--- src/rtl/touch_scan_pkg.sv ---
// touch_scan_pkg: shared types for the touch scanner.
//   i2c_cmd_t  - command encoding understood by the byte-level I2C master
//   state_t    - scanner FSM states
//   N_SENSORS  - jacks per scan, N_BYTES - bytes read per burst (2 per jack)
package touch_scan_pkg;

   localparam int unsigned N_SENSORS = 8;
   localparam int unsigned N_BYTES   = 16;

   typedef enum logic [2:0] {
      I2C_START     = 3'd0,
      I2C_WRITE     = 3'd1,
      I2C_READ_ACK  = 3'd2,
      I2C_READ_NACK = 3'd3,
      I2C_STOP      = 3'd4
   } i2c_cmd_t;

   typedef enum logic [3:0] {
      ST_IDLE,
      ST_START,
      ST_W_ADDR,
      ST_W_REG,
      ST_RESTART,
      ST_W_ADDRR,
      ST_RD,
      ST_STOP,
      ST_COMMIT,
      ST_ERR_STOP
   } state_t;

endpackage

--- src/rtl/touch_scan_sat.sv ---
// touch_sat: combinational scale and saturate of one 16-bit difference count.
//   count  in  16  raw unsigned difference count
//   sat    out 8   (count >> SHIFT) clamped to 255
module touch_sat #(
   parameter int unsigned SHIFT = 2
) (
   input  logic [15:0] count,
   output logic [7:0]  sat
);

   logic [15:0] scaled;

   always_comb begin
      scaled = count >> SHIFT;
      sat    = (scaled > 16'd255) ? 8'hFF : scaled[7:0];
   end

endmodule

--- src/rtl/touch_scan.sv ---
// touch_scan: polls the capacitive touch controller through a byte-level I2C
// master and publishes one scaled/saturated byte per jack.
//   clk, rst                 clock, asynchronous active-high reset
//   cmd_valid/cmd_ready      command handshake towards the I2C master
//   cmd, cmd_data            i2c_cmd_t command and WRITE byte (0 otherwise)
//   rsp_valid/data/nack      completion pulse of WRITE / READ_* commands
//   touch0..touch7           committed touch values
//   touch_valid              one-cycle pulse when touch0..7 change
//   scan_err                 latest scan aborted on NACK; cleared by a good commit
import touch_scan_pkg::*;

module touch_scan #(
   parameter int unsigned SCAN_PERIOD = 50000,
   parameter logic [6:0]  DEV_ADDR    = 7'h37,
   parameter logic [7:0]  REG_BASE    = 8'hBA,
   parameter int unsigned SHIFT       = 2
) (
   input  logic       clk,
   input  logic       rst,
   output logic       cmd_valid,
   input  logic       cmd_ready,
   output logic [2:0] cmd,
   output logic [7:0] cmd_data,
   input  logic       rsp_valid,
   input  logic [7:0] rsp_data,
   input  logic       rsp_nack,
   output logic [7:0] touch0,
   output logic [7:0] touch1,
   output logic [7:0] touch2,
   output logic [7:0] touch3,
   output logic [7:0] touch4,
   output logic [7:0] touch5,
   output logic [7:0] touch6,
   output logic [7:0] touch7,
   output logic       touch_valid,
   output logic       scan_err
);

   localparam int unsigned     CNT_W  = $clog2(SCAN_PERIOD);
   localparam logic [CNT_W-1:0] RELOAD = CNT_W'(SCAN_PERIOD - 1);

   state_t           state;
   logic             wait_rsp;   // command transferred, awaiting rsp_valid
   logic [3:0]       byte_idx;
   logic [CNT_W-1:0] period_cnt;
   logic             scan_due;
   logic [15:0]      shadow  [N_SENSORS];
   logic [7:0]       touch_q [N_SENSORS];
   logic [7:0]       sat_val [N_SENSORS];

   i2c_cmd_t         cmd_c;
   logic [7:0]       data_c;
   logic             has_cmd;
   logic             xfer;

   // A due tick outside IDLE is simply dropped: no queueing of overrun scans.
   assign scan_due = (period_cnt == '0);

   // Command is a pure function of state, so it stays stable while stalled.
   always_comb begin
      cmd_c   = I2C_START;
      data_c  = '0;
      has_cmd = 1'b0;
      case (state)
         ST_START, ST_RESTART: begin
            has_cmd = 1'b1;
         end
         ST_W_ADDR: begin
            has_cmd = 1'b1;
            cmd_c   = I2C_WRITE;
            data_c  = {DEV_ADDR, 1'b0};
         end
         ST_W_REG: begin
            has_cmd = 1'b1;
            cmd_c   = I2C_WRITE;
            data_c  = REG_BASE;
         end
         ST_W_ADDRR: begin
            has_cmd = 1'b1;
            cmd_c   = I2C_WRITE;
            data_c  = {DEV_ADDR, 1'b1};
         end
         ST_RD: begin
            has_cmd = 1'b1;
            cmd_c   = (byte_idx == 4'd15) ? I2C_READ_NACK : I2C_READ_ACK;
         end
         ST_STOP, ST_ERR_STOP: begin
            has_cmd = 1'b1;
            cmd_c   = I2C_STOP;
         end
         default: has_cmd = 1'b0;
      endcase
   end

   assign cmd_valid = has_cmd && !wait_rsp;
   assign cmd       = cmd_c;
   assign cmd_data  = data_c;
   assign xfer      = cmd_valid && cmd_ready;

   for (genvar g = 0; g < N_SENSORS; g++) begin : g_sat
      touch_sat #(.SHIFT(SHIFT)) u_sat (
         .count (shadow[g]),
         .sat   (sat_val[g])
      );
   end

   always_ff @(posedge clk or posedge rst) begin
      if (rst) begin
         state       <= ST_IDLE;
         wait_rsp    <= 1'b0;
         byte_idx    <= '0;
         period_cnt  <= RELOAD;
         touch_valid <= 1'b0;
         scan_err    <= 1'b0;
         for (int unsigned i = 0; i < N_SENSORS; i++) begin
            shadow[i]  <= '0;
            touch_q[i] <= '0;
         end
      end else begin
         touch_valid <= 1'b0;
         period_cnt  <= scan_due ? RELOAD : period_cnt - CNT_W'(1);

         case (state)
            ST_IDLE: begin
               if (scan_due) state <= ST_START;
            end
            ST_START: begin
               if (xfer) state <= ST_W_ADDR;
            end
            ST_W_ADDR, ST_W_REG, ST_W_ADDRR: begin
               if (xfer) begin
                  wait_rsp <= 1'b1;
               end else if (wait_rsp && rsp_valid) begin
                  wait_rsp <= 1'b0;
                  if (rsp_nack) begin
                     state    <= ST_ERR_STOP;
                     scan_err <= 1'b1;
                  end else if (state == ST_W_ADDR) begin
                     state <= ST_W_REG;
                  end else if (state == ST_W_REG) begin
                     state <= ST_RESTART;
                  end else begin
                     state    <= ST_RD;
                     byte_idx <= '0;
                  end
               end
            end
            ST_RESTART: begin
               if (xfer) state <= ST_W_ADDRR;
            end
            ST_RD: begin
               if (xfer) begin
                  wait_rsp <= 1'b1;
               end else if (wait_rsp && rsp_valid) begin
                  wait_rsp <= 1'b0;
                  // Little-endian pairs: even byte is LSB, odd byte is MSB.
                  if (byte_idx[0]) shadow[byte_idx[3:1]][15:8] <= rsp_data;
                  else             shadow[byte_idx[3:1]][7:0]  <= rsp_data;
                  if (byte_idx == 4'd15) state <= ST_STOP;
                  else                   byte_idx <= byte_idx + 4'd1;
               end
            end
            ST_STOP: begin
               // Outputs and pulse are registered on the STOP transfer edge so
               // they are visible for exactly the COMMIT cycle.
               if (xfer) begin
                  state       <= ST_COMMIT;
                  touch_valid <= 1'b1;
                  scan_err    <= 1'b0;
                  for (int unsigned i = 0; i < N_SENSORS; i++) begin
                     touch_q[i] <= sat_val[i];
                  end
               end
            end
            ST_COMMIT: begin
               state <= ST_IDLE;
            end
            ST_ERR_STOP: begin
               if (xfer) state <= ST_IDLE;
            end
            default: state <= ST_IDLE;
         endcase
      end
   end

   assign touch0 = touch_q[0];
   assign touch1 = touch_q[1];
   assign touch2 = touch_q[2];
   assign touch3 = touch_q[3];
   assign touch4 = touch_q[4];
   assign touch5 = touch_q[5];
   assign touch6 = touch_q[6];
   assign touch7 = touch_q[7];

endmodule

--- config.mk ---
export PLATFORM = sky130hd
export DESIGN_NAME = touch_scan
export DESIGN_NICKNAME = d
export VERILOG_FILES = /design/src/rtl/touch_scan_pkg.sv /design/src/rtl/touch_scan_sat.sv /design/src/rtl/touch_scan.sv
export SDC_FILE = /design/constraint.sdc
export NUM_CORES = 1
export LEC_CHECK = 0
export CAP_MARGIN = 25
export CORE_MARGIN = 2
export CORE_UTILIZATION = 37
export DETAILED_ROUTE_END_ITERATION = 8
export GPL_TIMING_DRIVEN = 0
export PLACE_DENSITY = 0.59
export REMOVE_ABC_BUFFERS = 1
export SLEW_MARGIN = 20
export SYNTH_ARGS = -nofsm -noshare
export SYNTH_HDL_FRONTEND = slang
export SYNTH_HIERARCHICAL = 1
export SYNTH_SLANG_ARGS = --single-unit
--- constraint.sdc ---
create_clock -name clk -period 9.9 [get_ports clk]
set_input_delay 1.485 -clock clk [delete_from_list [all_inputs] [get_ports clk]]
set_output_delay 1.485 -clock clk [all_outputs]
set_load 0.03 [all_outputs]
After elaboration in Yosys (flattened, before gate mapping)
Cells that the tools add are included.
{"block": "totals", "reg_bits": 219, "wordCells": 132, "output_inout_bits": 78}
{"block": "op_classes", "order_cmp": 10, "add_sub_neg": 2, "n_bitwise": 2, "n_reduce_logical": 20, "mux": 52, "eq_ne": 24}
{"cell": "128-bit bitwise mux", "n": 2}
{"cell": "128-bit two-way mux", "n": 1}
{"cell": "14-bit by 8-bit greater-than comparator with 1-bit output (second input constant)", "n": 8}
{"cell": "16-bit demux with 3-bit select", "n": 2}
{"cell": "4-bit two-way mux", "n": 19}
{"cell": "8-bit two-way mux", "n": 9}
{"cell": "16-bit two-way mux", "n": 2}
{"cell": "4-bit case mux with 7 select lines", "n": 1}
{"cell": "2-bit inequality test (second input constant)", "n": 13}
{"cell": "8-bit case mux with 3 select lines", "n": 1}
{"cell": "4-bit by 3-bit == test with 1-bit output (second input constant)", "n": 4}
{"cell": "16-bit zero test", "n": 1}
{"cell": "16-bit by 1-bit subtractor with 16-bit output (second input constant)", "n": 1}
{"cell": "1-bit two-way mux", "n": 10}
{"cell": "10-bit AND reduction", "n": 1}
{"cell": "3-bit case mux with 3 select lines", "n": 1}
{"cell": "9-bit AND reduction", "n": 1}
{"cell": "4-bit by 2-bit == test with 1-bit output (second input constant)", "n": 2}
{"cell": "4-bit == test (second input constant)", "n": 2}
{"cell": "4-bit case mux with 2 select lines", "n": 1}
{"cell": "8-bit OR reduction", "n": 1}
{"cell": "2-bit nonzero test", "n": 3}
{"cell": "5-bit AND reduction", "n": 1}
{"cell": "4-bit by 1-bit adder with 4-bit output (second input constant)", "n": 1}
{"cell": "17 further kinds", "n": 22}

Longest topological paths before layout
{"block": "depth", "depth_word": 7, "ltp_mapped": 6}

By module
Netlist, hierarchy kept.
{"mod": "touch_scan", "cells_each": 605, "area_per_inst_um2": 8903.5, "instances": 1}
{"mod": "touch_sat", "cells_each": 19, "area_per_inst_um2": 98.8, "instances": 8}

Worst setup path after synthesis
OpenSTA, ideal clock, no wires.
{"block": "synth_path", "path_kind": "reg2out", "start": "register state[1]", "end": "output cmd_data[7]", "path_buffers": 3, "slack_ns": 6.406, "stages_incl_launch_ff": 6, "arrival_time_ns": 2.009, "path_cell_list": "dfrtp_1 clkbuf_1 clkbuf_1 nand2_1 nor3_1 buf_4"}
{"block": "synth_via", "elab_chain_cells": 2, "elab_cells_between_ends": 4}
{"item": "from (decl)", "line": "touch_scan.sv:42", "source": "state_t state;"}
{"item": "from (signal assigned)", "line": "touch_scan.sv:109", "source": "state <= ST_IDLE;"}
{"item": "from (signal assigned)", "line": "touch_scan.sv:125", "source": "if (scan_due) state <= ST_START;"}
{"item": "from (signal assigned)", "line": "touch_scan.sv:128", "source": "if (xfer) state <= ST_W_ADDR;"}
{"item": "4-bit by 3-bit == test with 1-bit output or 4-bit by 2-bit == test with 1-bit output (tied branches)", "line": "touch_scan.sv:64", "source": "case (state)"}
{"item": "8-bit case mux with 3 select lines (*)", "line": "touch_scan.sv:64"}
{"item": "to (decl)", "line": "touch_scan.sv:23", "source": "output logic [7:0] cmd_data,"}
Every way passes the cells marked *; elsewhere a longest branch is shown, timed or not.

Final worst setup path
{"block": "layout_path", "start": "register state[2]", "end": "output cmd[0]"}
{"block": "layout_via", "elab_chain_cells": 3, "elab_cells_between_ends": 9}
{"item": "4-bit by 2-bit == test with 1-bit output (tied with other cells)", "line": "touch_scan.sv:64"}
{"item": "3-bit OR reduction (no line) or 2-bit OR reduction (tied branches)"}
{"item": "3-bit case mux with 3 select lines (*)", "line": "touch_scan.sv:64"}
{"item": "to (decl)", "line": "touch_scan.sv:22", "source": "output logic [2:0] cmd,"}
Marks and branches as above.

==> flow_summary.yaml <==
sta:
  clock_skew_ns: 0.00705
  finalHoldViolCount: 0
  timing_max_transition_violations_final: 0
  rsz0062_at_grt: "no"
  achievable-frequency_mhz: 238
  worstMarginPinSlew_ns: 1.00
  final_min_period_over_clock_period_pct: 42.5
  final_period_minus_worst_setup_slack_ns: 4.21
  worst_relative_slew_slack_pct: 32.9
  report.final.setup_viol: 0
cells_and_area:
  layout-drive-gt1-share_pct: 32.2
  layoutNonFillerInstCount: 1137
  antenna-diode-count: 0
  final_util_pct: 45.7
  nNetsFinal: 815
  area_growth_pct: 21.7
grt:
  grt_remaining_overflow: 0
  grt_overall_usage_pct: 15.0
  grt_pass1_wl_um: 31800
  antenna_violations_before_repair: 0
  grt_start_max_net_pins: 94
  grt_pass1_vias: 5856
floorplanning:
  io_pins: 91
  std_cell_rows: 57
  die_h_um: 161
  floorplan.core_area_mm2: 0.0242
  dieWidth_um: 161
  die_area_mm2: 0.0259
  start_util_pct: 37.6
clocking:
  h-tree-depth: 1
  worst_skew_pair.late_latency_ns: 0.50
  tritoncts.num_buffers: 23
  postCtsSetupBuffers: 0
  cts_tree: "done"
  postCtsResizedCells: 0
  clock_input_transition_at_the_sequential_cells_of_the_worst_setup_and_hold_paths_ns: 0.06
  clockRootBuffer: "clkbuf_16"
  tritoncts_num_sinks: 203
  cts_hold_repair.buffers: 0
  clock_path_buffers: 3
worst_setup_path:
  crit_buf_inv: 1
  timing.critical_path.arrival_ns: 2.72
  crit_required_ns: 8.42
  worstSetupStartpointType: "flop"
  path_max_fanout: 22
  reg2reg_from: "state[2]"
  cp.depth: 4
  critical_path.endpoint: "cmd[0]"
  setup.worst_path.end_class: "output port"
  worstSetupStartpoint: "state[2]"
  regToRegSetupSlack_ns: 6.99
  reg2reg_to: "touch5[6]"
  path_class: "reg -> out"
  slowest_stage: "dfrtp_1"
  crit_path_cell_trace: "nand3b_1 -> a21oi_1 -> a21o_1 -> clkdlybuf4s50_1"
  critical-path-max-stage-delay_ns: 0.78
  reg2reg_depth: 7
  critPathTopFamily: "flip-flops"
route:
  routed-wl-met3_um: 612
  detailedRoute.firstPassIterationCount: 4
  routed_wirelength_um: 19100
  drt-vias-per-instance: 5.04
  met2RoutedLength_um: 8810
  m1WireLength_um: 9390
  drt_drc_violations_left: 0
  dr.first_iter.drc_count: 223
  drtAntennaViolNets: 0
  wire_per_inst_um: 16.8
  routed.top_layer: "met4"
  via_count: 5731
power:
  p_per_area_mw_per_mm2: 202
  power.ir.vdd_worst_uv: 102
  power.static_leakage_nw: 5.51
worst_hold_path:
  hp-class: "reg -> reg"
  min_from: "period_cnt[0]"
logic_synthesis:
  cells_after_synth: 725
  mappedNetlistArea_mm2: 0.00911
  yosys_synthesis_warning_count: 6
  post_synth.cell_area_avg_um2: 12.6
status:
  run_status: "completed"
placement:
  hpwl_um: 12000
  gp_routability_congestion: 0.753
  placed_cells_incl_taps: 1098
  portBuffers: 90
run:
  drv_cap: 0
[power by group]
part	switching (W)	leakage, nW	internal, W
sequential	0.0000706	2.79	0.000879
clock	0.000332	0.383	0.000540
combinational	0.000229	2.34	0.000188
total	0.000632	5.51	0.00161
[how the worst min path moves through the flow]
stage | endpoint | slack, ns | cells after the start
4_1_cts | period_cnt[0] | 0.47 | 1
2_1_floorplan | period_cnt[0] | 0.43 | 1
6_report | period_cnt[0] | 0.46 | 1
3_3_place_gp | period_cnt[0] | 0.43 | 1
5_1_grt | period_cnt[0] | 0.48 | 1
3_5_place_dp | period_cnt[0] | 0.45 | 1
[flip-flops by register name (all words and copies together) (netlist names)]
signal,cells
touch1,8
shadow,112
touch2,8
touch7,8
touch_valid,1
wait_rsp,1
period_cnt,16
touch0,8
touch4,8
touch6,8
touch3,8
byte_idx,4
scan_err,1
touch5,8
state,4
[area by class of cell]
class | instances | area (um^2)
Timing Repair Buffer | 99 | 1010
Sequential cell | 203 | 5090
Fill cell | 2290 | 13200
Clock buffer | 32 | 659
Inverter | 7 | 33.8
Clock inverter | 7 | 114
Tap cell | 324 | 405
Multi-Input combinational cell | 465 | 3770
[cell usage in the layout, fill, tap and decap left out, types with 3 or more instances in the layout]
master             n
dfrtp_1          194
mux2_2           171
clkdlybuf4s50_1   90
nand2_1           78
nor3_1            67
clkbuf_16         23
nor2_1            17
nor2_2             9
or3_1              9
dfstp_2            9
xnor2_1            8
nor4_4             8
nand3_1            7
o21ai_0            7
buf_4              7
nand2b_1           6
inv_1              6
a21oi_1            6
nor4_1             6
mux2_4             6
or4_1              5
clkbuf_8           5
nor2b_1            4
clkbuf_1           4
nor3_2             3
nor3b_1            3
ha_1               3
clkinv_2           3
bufinv_16          3
[worst reg2reg max path, cell delays in order, from the launching register on]
cell      delay, ns
dfrtp_1        0.78
nand4b_1       0.25
nor3b_2        0.51
buf_4          0.28
buf_4          0.21
buf_4          0.21
buf_4          0.21
mux2_2         0.34
[per-layer routing]
| layer | up-vias | global-route usage, % |
|---|---|---|
| li1 | 2710 | - |
| met1 | 2905 | 21.6 |
| met2 | 98 | 24.0 |
| met3 | 18 | 2.25 |
| met4 | 0 | 3.69 |
| met5 | - | 0 |
[per-stage QoR]
stage	cell area (um^2)	setup WS (ns)	hold WS (ns)	power [W]	setup TNS (ns)
after floorplan	8880	2.89	0.426	0.00122	0
after global placement	10200	-0.482	0.432	0.00138	-39.97
after detailed placement	10300	6.07	0.453	0.00138	0
after CTS	11100	5.67	0.469	0.00227	0
after global routing	11100	5.50	0.479	0.00234	0
final	11100	5.69	0.464	0.00224	0
(Power assumes the default switching activity.)
==> RTL edit (same settings) <==
The parameter `SCAN_PERIOD` goes from 50000 to 12500.
--- a/src/rtl/touch_scan.sv
+++ b/src/rtl/touch_scan.sv
@@ -10,7 +10,7 @@
 import touch_scan_pkg::*;
 
 module touch_scan #(
-   parameter int unsigned SCAN_PERIOD = 50000,
+   parameter int unsigned SCAN_PERIOD = 12500,
    parameter logic [6:0]  DEV_ADDR    = 7'h37,
    parameter logic [7:0]  REG_BASE    = 8'hBA,
    parameter int unsigned SHIFT       = 2
Formal check against the unedited RTL: no difference found for any inputs over 10 cycles, from zero or initial values and one cycle with rst high; that may be too few to reach the edited logic, so the function may still have changed.
==> RTL edit against the unedited design <==
- fmax decreased by 5.6%
- sequential cell count decreased by 2
- synthesized cell count decreased by 0.83%
- count of clock-buffer cells in the layout increased by 3
- final cell count decreased by 0.53%
- sequential share of layout area decreased by 0.43 points
- via count decreased by 0.33%
- worst setup slack got worse by 250 ps
- area after synthesis decreased by 0.55%
- wire length increased by 0.13%
- highest routed layer unchanged
- critical path depth unchanged
- critical endpoint unchanged
- cell area decreased by 0.10%
Power is not compared: it rests on default switching activity, and its combinational part moved more than twofold at a synthesized area within 25%.
==> RTL edit: results (changes against the unedited design) <==
| Metric | Value |
|---|---|
| Vias per Instance | 5.05 (+0.20%) |
| Pre-CTS setup slack | 5970 ps (-96.9 ps) |
| GP Congestion | 0.750 (-0.45%) |
| Reg2Reg Setup Slack | 7590 ps (+600 ps) |
| Final #Nets | 808 (-0.86%) |
| Initial antenna violation count | 0 (unchanged) |
| Iter 0 DRT Violations | 249 (+12%) |
| FF-to-FF path depth | 4 (-3) |
| Global-route wire length before repair | 31.9 mm (+0.22%) |
| WP data arrival | 2970 ps (+250 ps) |
| Drt wl/cell | 16.9 um (+0.66%) |
| Top Registers | shadow x112, period_cnt x14 |
| Vias in the first global route | 5,790 (-1.1%) |
| Share of layout cells above drive strength 1 | 32.3% (+0.12 points) |
| Worst Path Max Fanout | 19 (-14%) |
| Slew headroom | 34.6% (+1.8 points) |
| Clock Skew | 6.59 ps (-0.460 ps) |
| CP top delay family | compound AO/OA/AOI/OAI gates |
| End of the worst register-to-register path | touch7[6] |
| Hpwl dp | 11.9 mm (-0.56%) |
| Slowest CP cell | clkdlybuf4s50_1 |
| GRT Total Usage | 15.2% (+0.16 points) |
| Sw power | 0.00101 W |
| Largest net degree at the start of global routing | 99 (+5.3%) |
| Status | completed |
| Placed Area | 10,300 um^2 (-0.39%) |
| Filler cell count | 2,214 (-3.3%) |
RTL edit: metal layers:
layer	vias up	track usage, %	part of all wire [%]
li1	2689	-	-
met1	2913	21.4	48
met2	93	24.0	46
met3	17	3.10	4.2
met4	0	3.89	1.6
met5	-	0	0
RTL edit: power groups by stage:
stage	logic [W]	registers, W	clock network [W]
6_report	0.000968	0.00115	0.000901
5_1_grt	0.00105	0.00118	0.000961
4_1_cts	0.000985	0.00115	0.000928
3_5_place_dp	0.000978	0.00117	0
3_3_place_gp	0.000965	0.00117	0
2_1_floorplan	0.000465	0.00131	0
RTL edit: worst min path at each step:
stage | slack [ps] | to | from | depth (start not counted)
after global placement | 450 | period_cnt[0] | period_cnt[0] | 1
after global routing | 480 | period_cnt[0] | period_cnt[0] | 1
after detailed placement | 460 | period_cnt[0] | period_cnt[0] | 1
final | 460 | period_cnt[0] | period_cnt[0] | 1
after CTS | 470 | period_cnt[0] | period_cnt[0] | 1
after floorplan | 440 | period_cnt[0] | period_cnt[0] | 1
RTL edit: metrics by stage:
stage | instances | total power [W] | hold WS (ps) | utilization, %
after detailed placement | 1091 | 0.00215 | 456 | 42.5
final | 1131 | 0.00302 | 465 | 45.8
after global routing | 1131 | 0.00320 | 485 | 45.8
after CTS | 1131 | 0.00307 | 470 | 45.8
after global placement | 1087 | 0.00213 | 448 | 42.0
after floorplan | 673 | 0.00177 | 435 | -
RTL edit: layout make-up:
cell class	count	area [um^2]	share of cell area, %
clock buffer	35	711	6.42
timing repair buffer	94	996	8.99
tap	324	405	3.66
sequential	201	5040	45.5
clock inverter	5	100	0.904
multi-input combinational	461	3770	34.1
inverter	11	48.8	0.441
